[config.mk]
export PLATFORM = sky130hd
export DESIGN_NAME = uart_rx_cfg_flat
export DESIGN_NICKNAME = d
export VERILOG_FILES = /design/src/rtl/uart_rx_cfg_if.sv /design/src/rtl/uart_rx_cfg.sv /design/src/flat_wrapper.sv
export SDC_FILE = /design/constraint.sdc
export NUM_CORES = 1
export LEC_CHECK = 0
export BUFFER_PORTS_ARGS = -buffer_cell sky130_fd_sc_hd__buf_2
export CORE_ASPECT_RATIO = 2
export CORE_MARGIN = 2
export CORE_UTILIZATION = 40
export DETAILED_ROUTE_END_ITERATION = 16
export GPL_ROUTABILITY_DRIVEN = 0
export PLACE_DENSITY = 0.63
export REMOVE_ABC_BUFFERS = 1
export SYNTH_ARGS = -nofsm -noshare
export SYNTH_HDL_FRONTEND = slang
export SYNTH_SLANG_ARGS = --single-unit
[constraint.sdc]
create_clock -name clk -period 1.7 [get_ports clk]
set_input_delay 0 -clock clk [delete_from_list [all_inputs] [get_ports clk]]
set_output_delay 0 -clock clk [all_outputs]
set_load 0.01 [all_outputs]
[src/rtl/uart_rx_cfg_if.sv]
// Serial-line and received-word signals of uart_rx_cfg, bundled with receiver/driver views.
// The slave view belongs to the receiver; the master view drives rx and s_tick.
interface uart_rx_cfg_if #(
    parameter int DBIT = 8
) ();
    logic            rx;
    logic            s_tick;
    logic [DBIT-1:0] dout;
    logic            rx_done_tick;
    logic            parity_err;
    logic            frame_err;
    logic            break_det;

    modport master (
        output rx,
        output s_tick,
        input  dout,
        input  rx_done_tick,
        input  parity_err,
        input  frame_err,
        input  break_det
    );

    modport slave (
        input  rx,
        input  s_tick,
        output dout,
        output rx_done_tick,
        output parity_err,
        output frame_err,
        output break_det
    );
endinterface

[src/rtl/uart_rx_cfg.sv]
// Oversampled UART receiver with optional parity, frame-error and break detection.
// Define UART_RX_MAJORITY_EN to take every bit as a 2-of-3 vote over the last three s_ticks.
module uart_rx_cfg #(
    parameter int DBIT       = 8,
    parameter int OS         = 16,
    parameter int SB_TICK    = 16,
    parameter int PARITY_EN  = 0,
    parameter int PARITY_ODD = 0
) (
    input  logic         clk,
    input  logic         reset,
    uart_rx_cfg_if.slave bus
);
    localparam int SW = (SB_TICK > 1) ? $clog2(SB_TICK) : 1;
    localparam int NW = (DBIT > 1) ? $clog2(DBIT) : 1;
    localparam logic [SW-1:0] SHalf = SW'(OS / 2 - 1);
    localparam logic [SW-1:0] SBit  = SW'(OS - 1);
    localparam logic [SW-1:0] SStop = SW'(SB_TICK - 1);
    localparam logic [NW-1:0] NLast = NW'(DBIT - 1);
    localparam logic ParOn  = (PARITY_EN != 0);
    localparam logic ParOdd = (PARITY_ODD != 0);

    typedef enum logic [2:0] {StIdle, StStart, StData, StParity, StStop} state_e;

    state_e          state_q;
    logic [SW-1:0]   s_q;
    logic [NW-1:0]   n_q;
    logic [DBIT-1:0] b_q;
    logic [DBIT-1:0] dout_q;
    logic            done_q;
    logic            parity_err_q;
    logic            frame_err_q;
    logic            break_q;
    logic            armed_q;
    logic            par_q;
    logic            stop_q;
    logic            rx_meta_q;
    logic            rxs_q;
    logic            smp;
    logic            par_exp;
    logic            stop_now;

    always_ff @(posedge clk) begin
        if (reset) begin
            rx_meta_q <= 1'b1;
            rxs_q     <= 1'b1;
        end else begin
            rx_meta_q <= bus.rx;
            rxs_q     <= rx_meta_q;
        end
    end

`ifdef UART_RX_MAJORITY_EN
    logic [1:0] hist_q;

    // Holds rxs from the two previous s_ticks so the vote lands on the nominal tick.
    always_ff @(posedge clk) begin
        if (reset) begin
            hist_q <= 2'b11;
        end else if (bus.s_tick) begin
            hist_q <= {hist_q[0], rxs_q};
        end
    end

    always_comb begin
        smp = (hist_q[1] & hist_q[0]) | (hist_q[1] & rxs_q) | (hist_q[0] & rxs_q);
    end
`else
    always_comb begin
        smp = rxs_q;
    end
`endif

    always_comb begin
        par_exp  = (^b_q) ^ ParOdd;
        // With SB_TICK == OS the stop bit is sampled on the very tick that ends the frame.
        stop_now = (s_q == SBit) ? smp : stop_q;
    end

    always_ff @(posedge clk) begin
        if (reset) begin
            state_q      <= StIdle;
            s_q          <= '0;
            n_q          <= '0;
            b_q          <= '0;
            dout_q       <= '0;
            done_q       <= 1'b0;
            parity_err_q <= 1'b0;
            frame_err_q  <= 1'b0;
            break_q      <= 1'b0;
            armed_q      <= 1'b1;
            par_q        <= 1'b0;
            stop_q       <= 1'b1;
        end else begin
            done_q <= 1'b0;
            unique case (state_q)
                StIdle: begin
                    if (!armed_q) begin
                        if (rxs_q) armed_q <= 1'b1;
                    end else if (!rxs_q) begin
                        state_q <= StStart;
                        s_q     <= '0;
                    end
                end
                StStart: begin
                    if (bus.s_tick) begin
                        if (s_q == SHalf) begin
                            s_q <= '0;
                            if (!smp) begin
                                state_q <= StData;
                                n_q     <= '0;
                            end else begin
                                state_q <= StIdle;
                            end
                        end else begin
                            s_q <= s_q + 1'b1;
                        end
                    end
                end
                StData: begin
                    if (bus.s_tick) begin
                        if (s_q == SBit) begin
                            s_q <= '0;
                            b_q <= {smp, b_q[DBIT-1:1]};
                            if (n_q == NLast) begin
                                state_q <= ParOn ? StParity : StStop;
                            end else begin
                                n_q <= n_q + 1'b1;
                            end
                        end else begin
                            s_q <= s_q + 1'b1;
                        end
                    end
                end
                StParity: begin
                    if (bus.s_tick) begin
                        if (s_q == SBit) begin
                            par_q   <= smp;
                            s_q     <= '0;
                            state_q <= StStop;
                        end else begin
                            s_q <= s_q + 1'b1;
                        end
                    end
                end
                StStop: begin
                    if (bus.s_tick) begin
                        if (s_q == SBit) stop_q <= smp;
                        if (s_q == SStop) begin
                            state_q      <= StIdle;
                            s_q          <= '0;
                            done_q       <= 1'b1;
                            dout_q       <= b_q;
                            parity_err_q <= ParOn && (par_q != par_exp);
                            frame_err_q  <= !stop_now;
                            break_q      <= (b_q == '0) && !(ParOn && par_q) && !stop_now;
                            // A low stop bit disarms until the line goes idle again.
                            armed_q      <= stop_now;
                        end else begin
                            s_q <= s_q + 1'b1;
                        end
                    end
                end
                default: begin
                    state_q <= StIdle;
                end
            endcase
        end
    end

    assign bus.dout         = dout_q;
    assign bus.rx_done_tick = done_q;
    assign bus.parity_err   = parity_err_q;
    assign bus.frame_err    = frame_err_q;
    assign bus.break_det    = break_q;
endmodule
[src/flat_wrapper.sv]
// flat-port wrapper written by rule: the top's interface ports become plain ports
module uart_rx_cfg_flat 
#(
    parameter int DBIT       = 8,
    parameter int OS         = 16,
    parameter int SB_TICK    = 16,
    parameter int PARITY_EN  = 0,
    parameter int PARITY_ODD = 0
)
  (clk, reset, bus_rx, bus_s_tick, bus_dout, bus_rx_done_tick, bus_parity_err, bus_frame_err, bus_break_det);
  uart_rx_cfg_if #(.DBIT(DBIT)) bus_i ();
  input  logic clk;
  input  logic reset;
  input wire logic [$bits(bus_i.rx)-1:0] bus_rx;
  input wire logic [$bits(bus_i.s_tick)-1:0] bus_s_tick;
  output wire logic [$bits(bus_i.dout)-1:0] bus_dout;
  output wire logic [$bits(bus_i.rx_done_tick)-1:0] bus_rx_done_tick;
  output wire logic [$bits(bus_i.parity_err)-1:0] bus_parity_err;
  output wire logic [$bits(bus_i.frame_err)-1:0] bus_frame_err;
  output wire logic [$bits(bus_i.break_det)-1:0] bus_break_det;
  assign bus_i.rx = bus_rx;
  assign bus_i.s_tick = bus_s_tick;
  assign bus_dout = bus_i.dout;
  assign bus_rx_done_tick = bus_i.rx_done_tick;
  assign bus_parity_err = bus_i.parity_err;
  assign bus_frame_err = bus_i.frame_err;
  assign bus_break_det = bus_i.break_det;
  uart_rx_cfg #(.DBIT(DBIT), .OS(OS), .SB_TICK(SB_TICK), .PARITY_EN(PARITY_EN), .PARITY_ODD(PARITY_ODD)) u_core (.clk(clk), .reset(reset), .bus(bus_i));
endmodule
# Yosys cells after proc, flatten, opt, wreduce, memory -nomap -nowiden
# Cells that the tools add are included.
classes:
  addsub: 2
  n_bitwise: 2
  reduce_logical: 16
  n_mux: 34
  n_eq_ne: 21
op_table:
  columns: ["cell", "n"]
  rows:
  - ["two-way mux 3 bit", 17]
  - ["two-way mux 4 bit", 6]
  - ["case mux 3 bit (5 select lines)", 1]
  - ["!= test 2 x 1 -> 1 bit (second input constant)", 7]
  - ["!= test 2 bit (second input constant)", 7]
  - ["case mux 4 bit (3 select lines)", 1]
  - ["AND reduction 11 bit", 1]
  - ["AND reduction 3 bit", 3]
  - ["zero test 8 bit", 1]
  - ["AND reduction 7 bit", 1]
  - ["equality test 3 x 2 -> 1 bit (second input constant)", 2]
  - ["equality test 3 bit (second input constant)", 2]
  - ["two-way mux 1 bit", 6]
  - ["case mux 3 bit (2 select lines)", 1]
  - ["OR reduction 3 bit", 2]
  - ["AND reduction 5 bit", 1]
  - ["adder 4 x 1 -> 4 bit (second input constant)", 1]
  - ["equality test 4 x 3 -> 1 bit (second input constant)", 1]
  - ["equality test 4 bit (second input constant)", 1]
  - ["nonzero test 2 bit", 2]
  - ["adder 3 x 1 -> 3 bit (second input constant)", 1]
  - ["equality test 3 x 1 -> 1 bit (second input constant)", 1]
  - ["zero test 3 bit", 1]
  - ["nonzero test 3 bit", 1]
  - ["6 further kinds", 7]
totals:
  regBits: 33
  out_inout_bits: 12
  inputBits: 4
  word_cells: 87

# Depth between registers and ports, before layout
depth:
  ltp_word: 5
  ltp_mapped: 7
  mapped_depth_nobuf: 7

# Worst setup path after synthesis
# No wires, ideal clock.
synth_path:
  kind: "register to register"
  start: "reg u_core.state_q[0]"
  end: "reg u_core.state_q[1]"
  synth_period_minus_slack_ps: 1710
  stages_incl_launch_ff: 7
  setup_time_ps: 70
  t_arrival_ps: 1640
  t_required_ps: 1630
  path_buffers: 1
  path_slack_ps: -10
  path_cell_list: "dfxtp_1 buf_6 or3b_1 a32oi_1 nand4_1 or4_1 a21oi_1"
synth_between:
  elab_chain_len: 3
  word_cells_on_any_way: 18
  classes_between: "eq/ne (15); mux (1); reduce/logical (2)"
synth_lines:
  columns: ["element", "line_no", "text"]
  rows:
  - ["start, declared", "uart_rx_cfg.sv:25", "state_e state_q;"]
  - ["start signal, assigned", "uart_rx_cfg.sv:82", "state_q <= StIdle;"]
  - ["start signal, assigned", "uart_rx_cfg.sv:101", "state_q <= StStart;"]
  - ["start signal, assigned", "uart_rx_cfg.sv:110", "state_q <= StData;"]
  - ["equality test 3 bit (tied with other cells)", "uart_rx_cfg.sv:96", "unique case (state_q)"]
  - ["!= test 2 x 1 -> 1 bit (no source line) / != test 2 bit (equally long branches)", null, null]
  - ["AND reduction 11 bit (no source line)", null, null]
# Several ways; a longest one is shown, not always the timed one.
# A chain may end at the register's enable or synchronous reset.

# Worst setup path after layout
layout_path:
  start: "reg u_core.state_q[1]"
  end: "reg u_core.state_q[2]"
# Same word-level chain as after synthesis.

==> results_tabular.tex <==
\begin{tabular}{lr}
\hline
Metric & Value \\
\hline
\multicolumn{2}{l}{\textbf{Global route}} \\
\quad Vias in the first global route & $\sim$1300 \\
\quad Global-route wire length before repair & about 5400 um \\
\quad Number of antenna violations at the first check in global routing & 0 \\
\quad Global Route Usage Sum & 0.1841 \\
\quad Largest net degree at the start of global routing & 33 \\
\quad Sum of overflow across all layers after global routing & 0 \\
\multicolumn{2}{l}{\textbf{Power and ir drop}} \\
\quad Share of total power in the clock network & 0.417 \\
\quad Share of total power consumed by net switching & 0.2247 \\
\quad Areal power density over the cells & approximately 740 mW/mm\^{}2 \\
\quad IR drop worst, VDD & between 0.0008 and 0.0009 V \\
\quad Net switching power & approximately 0.32 mW \\
\quad Sequential power share & 0.525 \\
\quad Combinational cell fraction of total power & 0.057 \\
\quad Leak Pwr & roughly 0.73 nW \\
\quad Internal cell power & between 1 and 1.5 mW \\
\multicolumn{2}{l}{\textbf{Clocking}} \\
\quad Clock sink count & 32 \\
\quad CTS tree & built \\
\quad Clock transition at the registers of the reported paths & approximately 0.07 ns \\
\quad Number of H-tree levels & 2 \\
\quad Buffer depth of the longest clock path & 2 \\
\quad Source-to-sink clock delay at the later pin of the worst-skew pair & about 0.28 ns \\
\quad Clock buffers created by TritonCTS & 5 \\
\quad Buffer type at the clock tree root & sky130\_fd\_sc\_hd\_\_clkbuf\_8 \\
\multicolumn{2}{l}{\textbf{Cells and area}} \\
\quad Most common library cell in the layout ignoring fill and taps & sky130\_fd\_sc\_hd\_\_buf\_4 \\
\quad Commonest cells after routing, fill and taps aside & sky130\_fd\_sc\_hd\_\_buf\_4, sky130\_fd\_sc\_hd\_\_nand2\_1, sky130\_fd\_sc\_hd\_\_dfxtp\_1, sky130\_fd\_sc\_hd\_\_a21oi\_1, sky130\_fd\_sc\_hd\_\_nor2\_1 \\
\quad Synth-to-layout area growth & 35.11\% \\
\quad Number of inserted diodes & 0 \\
\quad Cell area after layout & about 0.0019 mm\^{}2 \\
\quad Proportion of layout cells with a drive suffix above 1 & 0.3606 \\
\quad Fraction of the core area covered by cells at the end of the flow & 0.5652 \\
\quad Net count of the finished layout & around 210 \\
\multicolumn{2}{l}{\textbf{Worst setup path}} \\
\quad Launch point of the worst reg-to-reg path & u\_core.state\_q[1] \\
\quad Endpoint arrival time on the critical path & between 1.5 and 2 ns \\
\quad Type of element capturing the critical path & flip-flop \\
\quad Class of the most critical setup path & reg -> reg \\
\quad Required time at the endpoint of the critical path & roughly 1.9 ns \\
\quad Worst setup path startpoint & u\_core.state\_q[1] \\
\quad Crit Path Max Fanout & 4 \\
\quad Worst Setup Start Kind & flip-flop \\
\multicolumn{2}{l}{\textbf{Worst hold path}} \\
\quad Type of the tightest min-delay check & in -> reg \\
\quad Start point of the worst min-delay path & reset \\
\multicolumn{2}{l}{\textbf{Timing}} \\
\quad Setup total negative slack & -0.1754 ns \\
\quad Pins Over Slew Limit & 0 \\
\quad Max\_slew headroom & 0.6125 \\
\quad Period utilization & 1.031 \\
\quad Final Hold Viols & 0 \\
\quad Setup ws final & -0.05198 ns \\
\quad Actual slew at the worst max-slew pin & between 0.5 and 0.6 ns \\
\quad Top achievable clock speed & approximately 570 MHz \\
\quad Setup repair after global routing missed its margin & yes \\
\quad Final critical-path required period & $\sim$1.8 ns \\
\quad Count of final setup violators & 5 \\
\quad Worst slack on hold paths & 0.2019 ns \\
\quad Fin Clk Skew & $\sim$0.0066 ns \\
\multicolumn{2}{l}{\textbf{Place}} \\
\quad DPL Wire Length & approximately 2400 um \\
\quad DP Area & roughly 0.0017 mm\^{}2 \\
\quad Count of input and output buffers & 14 \\
\quad Minimum setup slack after placement & -0.08221 ns \\
\multicolumn{2}{l}{\textbf{Status}} \\
\quad Failing checks & setup timing \\
\quad Result of the run & finished with violations \\
\multicolumn{2}{l}{\textbf{Floorplan}} \\
\quad Number of top-level design ports & 16 \\
\quad Total number of placement rows & 30 \\
\quad Core region area & around 0.0034 mm\^{}2 \\
\quad Height of the die & just under 90 um \\
\quad Starting density of the core & 0.4183 \\
\quad Die boundary width & 46.26 um \\
\quad Floorplan die area & a little over 0.004 mm\^{}2 \\
\multicolumn{2}{l}{\textbf{Synthesis}} \\
\quad Post-synthesis sequential area ratio & 0.4483 \\
\quad Synth cell types & 35 \\
\quad Synth Warn \# & 0 \\
\quad Synth Instances & about 170 \\
\quad Synth Register Bits & 32 \\
\quad Netlist Area Pre-Place & 0.001429 mm\^{}2 \\
\quad Synthesized area per cell & 8.556 um\^{}2 \\
\multicolumn{2}{l}{\textbf{Route}} \\
\quad Number of detailed-route iterations in the first pass & 3 \\
\quad Wirelength per Cell & 13.13 um \\
\quad Number of vias per cell & a little over 5 \\
\quad Final antenna-violating net count & 0 \\
\quad Post-detailed-route DRC marker count & 0 \\
\quad Iter 0 DRT Violations & 18 \\
\quad Number of vias after detailed routing & approximately 1300 \\
\quad Final WL & approximately 3400 um \\
\multicolumn{2}{l}{\textbf{Run}} \\
\quad Maximum Capacitance Violations & 0 \\
\hline
\end{tabular}
state kept, by name, summed over array words and instances, names as in the netlist:
register,cells
u_core.b_q,8
u_core.bus.dout,8
u_core.s_q,4
u_core.n_q,3
u_core.state_q,3
u_core.armed_q,1
u_core.bus.break_det,1
u_core.bus.frame_err,1
u_core.bus.rx_done_tick,1
u_core.rx_meta_q,1
u_core.rxs_q,1
power groups by stage:
stage | clock network (mW) | registers, mW | logic, mW
2_1_floorplan | 0 | 0.774 | 0.0261
3_3_place_gp | 0 | 0.772 | 0.0657
3_5_place_dp | 0 | 0.772 | 0.0675
4_1_cts | 0.619 | 0.756 | 0.0796
5_1_grt | 0.649 | 0.754 | 0.0897
6_report | 0.599 | 0.754 | 0.0825
critical path, cell delays in order (launching register included):
cell                       delay (ns)
sky130_fd_sc_hd__dfxtp_1         0.37
sky130_fd_sc_hd__or3_4           0.37
sky130_fd_sc_hd__buf_4           0.15
sky130_fd_sc_hd__nand3b_1        0.08
sky130_fd_sc_hd__nand4_1         0.14
sky130_fd_sc_hd__or3b_4          0.43
sky130_fd_sc_hd__a21oi_2         0.14
cell type report:
cell class / instances / area (um^2)
sequential: 32 / 648.1
tap: 48 / 60.06
multi-input combinational: 124 / 832.0
clock buffer: 6 / 82.58
fill: 307 / 1485
timing repair buffer: 44 / 297.8
clock inverter: 2 / 10.01
through the flow:
| stage | power, mW | cells |
|---|---|---|
| 4_1_cts | 1.454 | 255 |
| 3_5_place_dp | 0.8399 | 243 |
| 6_report | 1.436 | 256 |
| 5_1_grt | 1.493 | 256 |
| 2_1_floorplan | 0.8005 | 156 |
| 3_3_place_gp | 0.8380 | 243 |
cell families after synthesis:
family / synth area share
flip-flops: 0.4483
AND/OR/NAND/NOR: 0.3074
multiplexers: 0.05604
adder cells (fa/ha/maj): 0.02627
AO/OA/AOI/OAI: 0.1209
buffers and inverters: 0.03853
other: 0.002624
Yosys cell counts, drive strengths merged:
library cell | count | area, um^2
and4 | 1 | 8.760
a21oi | 20 | 100.1
nor2 | 16 | 60.06
nand2 | 28 | 105.1
dfxtp | 32 | 640.6
or4 | 1 | 7.510
nor4 | 1 | 6.260
nand4 | 4 | 25.02
nand2b | 2 | 12.51
or3b | 5 | 43.79
o21ai | 6 | 30.03
or2 | 2 | 12.51
nor2b | 2 | 12.51
and4bb | 1 | 12.51
and3 | 3 | 18.77
clkbuf | 7 | 26.28
or4b | 2 | 20.02
buf | 4 | 28.78
conb | 1 | 3.750
a32oi | 1 | 8.760
mux2i | 8 | 80.08
nand3b | 1 | 7.510
a31oi | 1 | 6.260
a221o | 1 | 10.01
nor3 | 3 | 20.02
ha | 3 | 37.54
o2111ai | 2 | 17.52
or3 | 1 | 11.26
nand3 | 4 | 20.02
nor3b | 4 | 35.03
worst paths after layout:
check                           slack (ns)                end  cells past startpoint
worst max-delay path                 -0.05  u_core.state_q[2]                      6
worst min-delay path                  0.20      u_core.b_q[4]                      2
worst max register to register       -0.05  u_core.state_q[2]                      6
worst min register to register        0.42       u_core.rxs_q                      1
routing by layer:
metal / wire length [um] / up-vias / GRT usage
met5: 0 / - / 0
met3: 58 / 7 / 0.04082
li1: - / 667 / -
met2: 2054 / 13 / 0.3460
met1: 1186 / 629 / 0.1648
met4: 62 / 0 / 0.1065
repair_timing:
| item | CTS | global route |
|---|---|---|
| pin swaps | 7 | 9 |
| endpoints found under the setup margin | 6 | 11 |
| setup buffers | 3 | 1 |
| hold endpoints to repair | 1 | 0 |
| hold buffers | 1 | 0 |
| gates resized for setup | 11 | 14 |
Note: power is estimated with default switching activity, not from simulation.
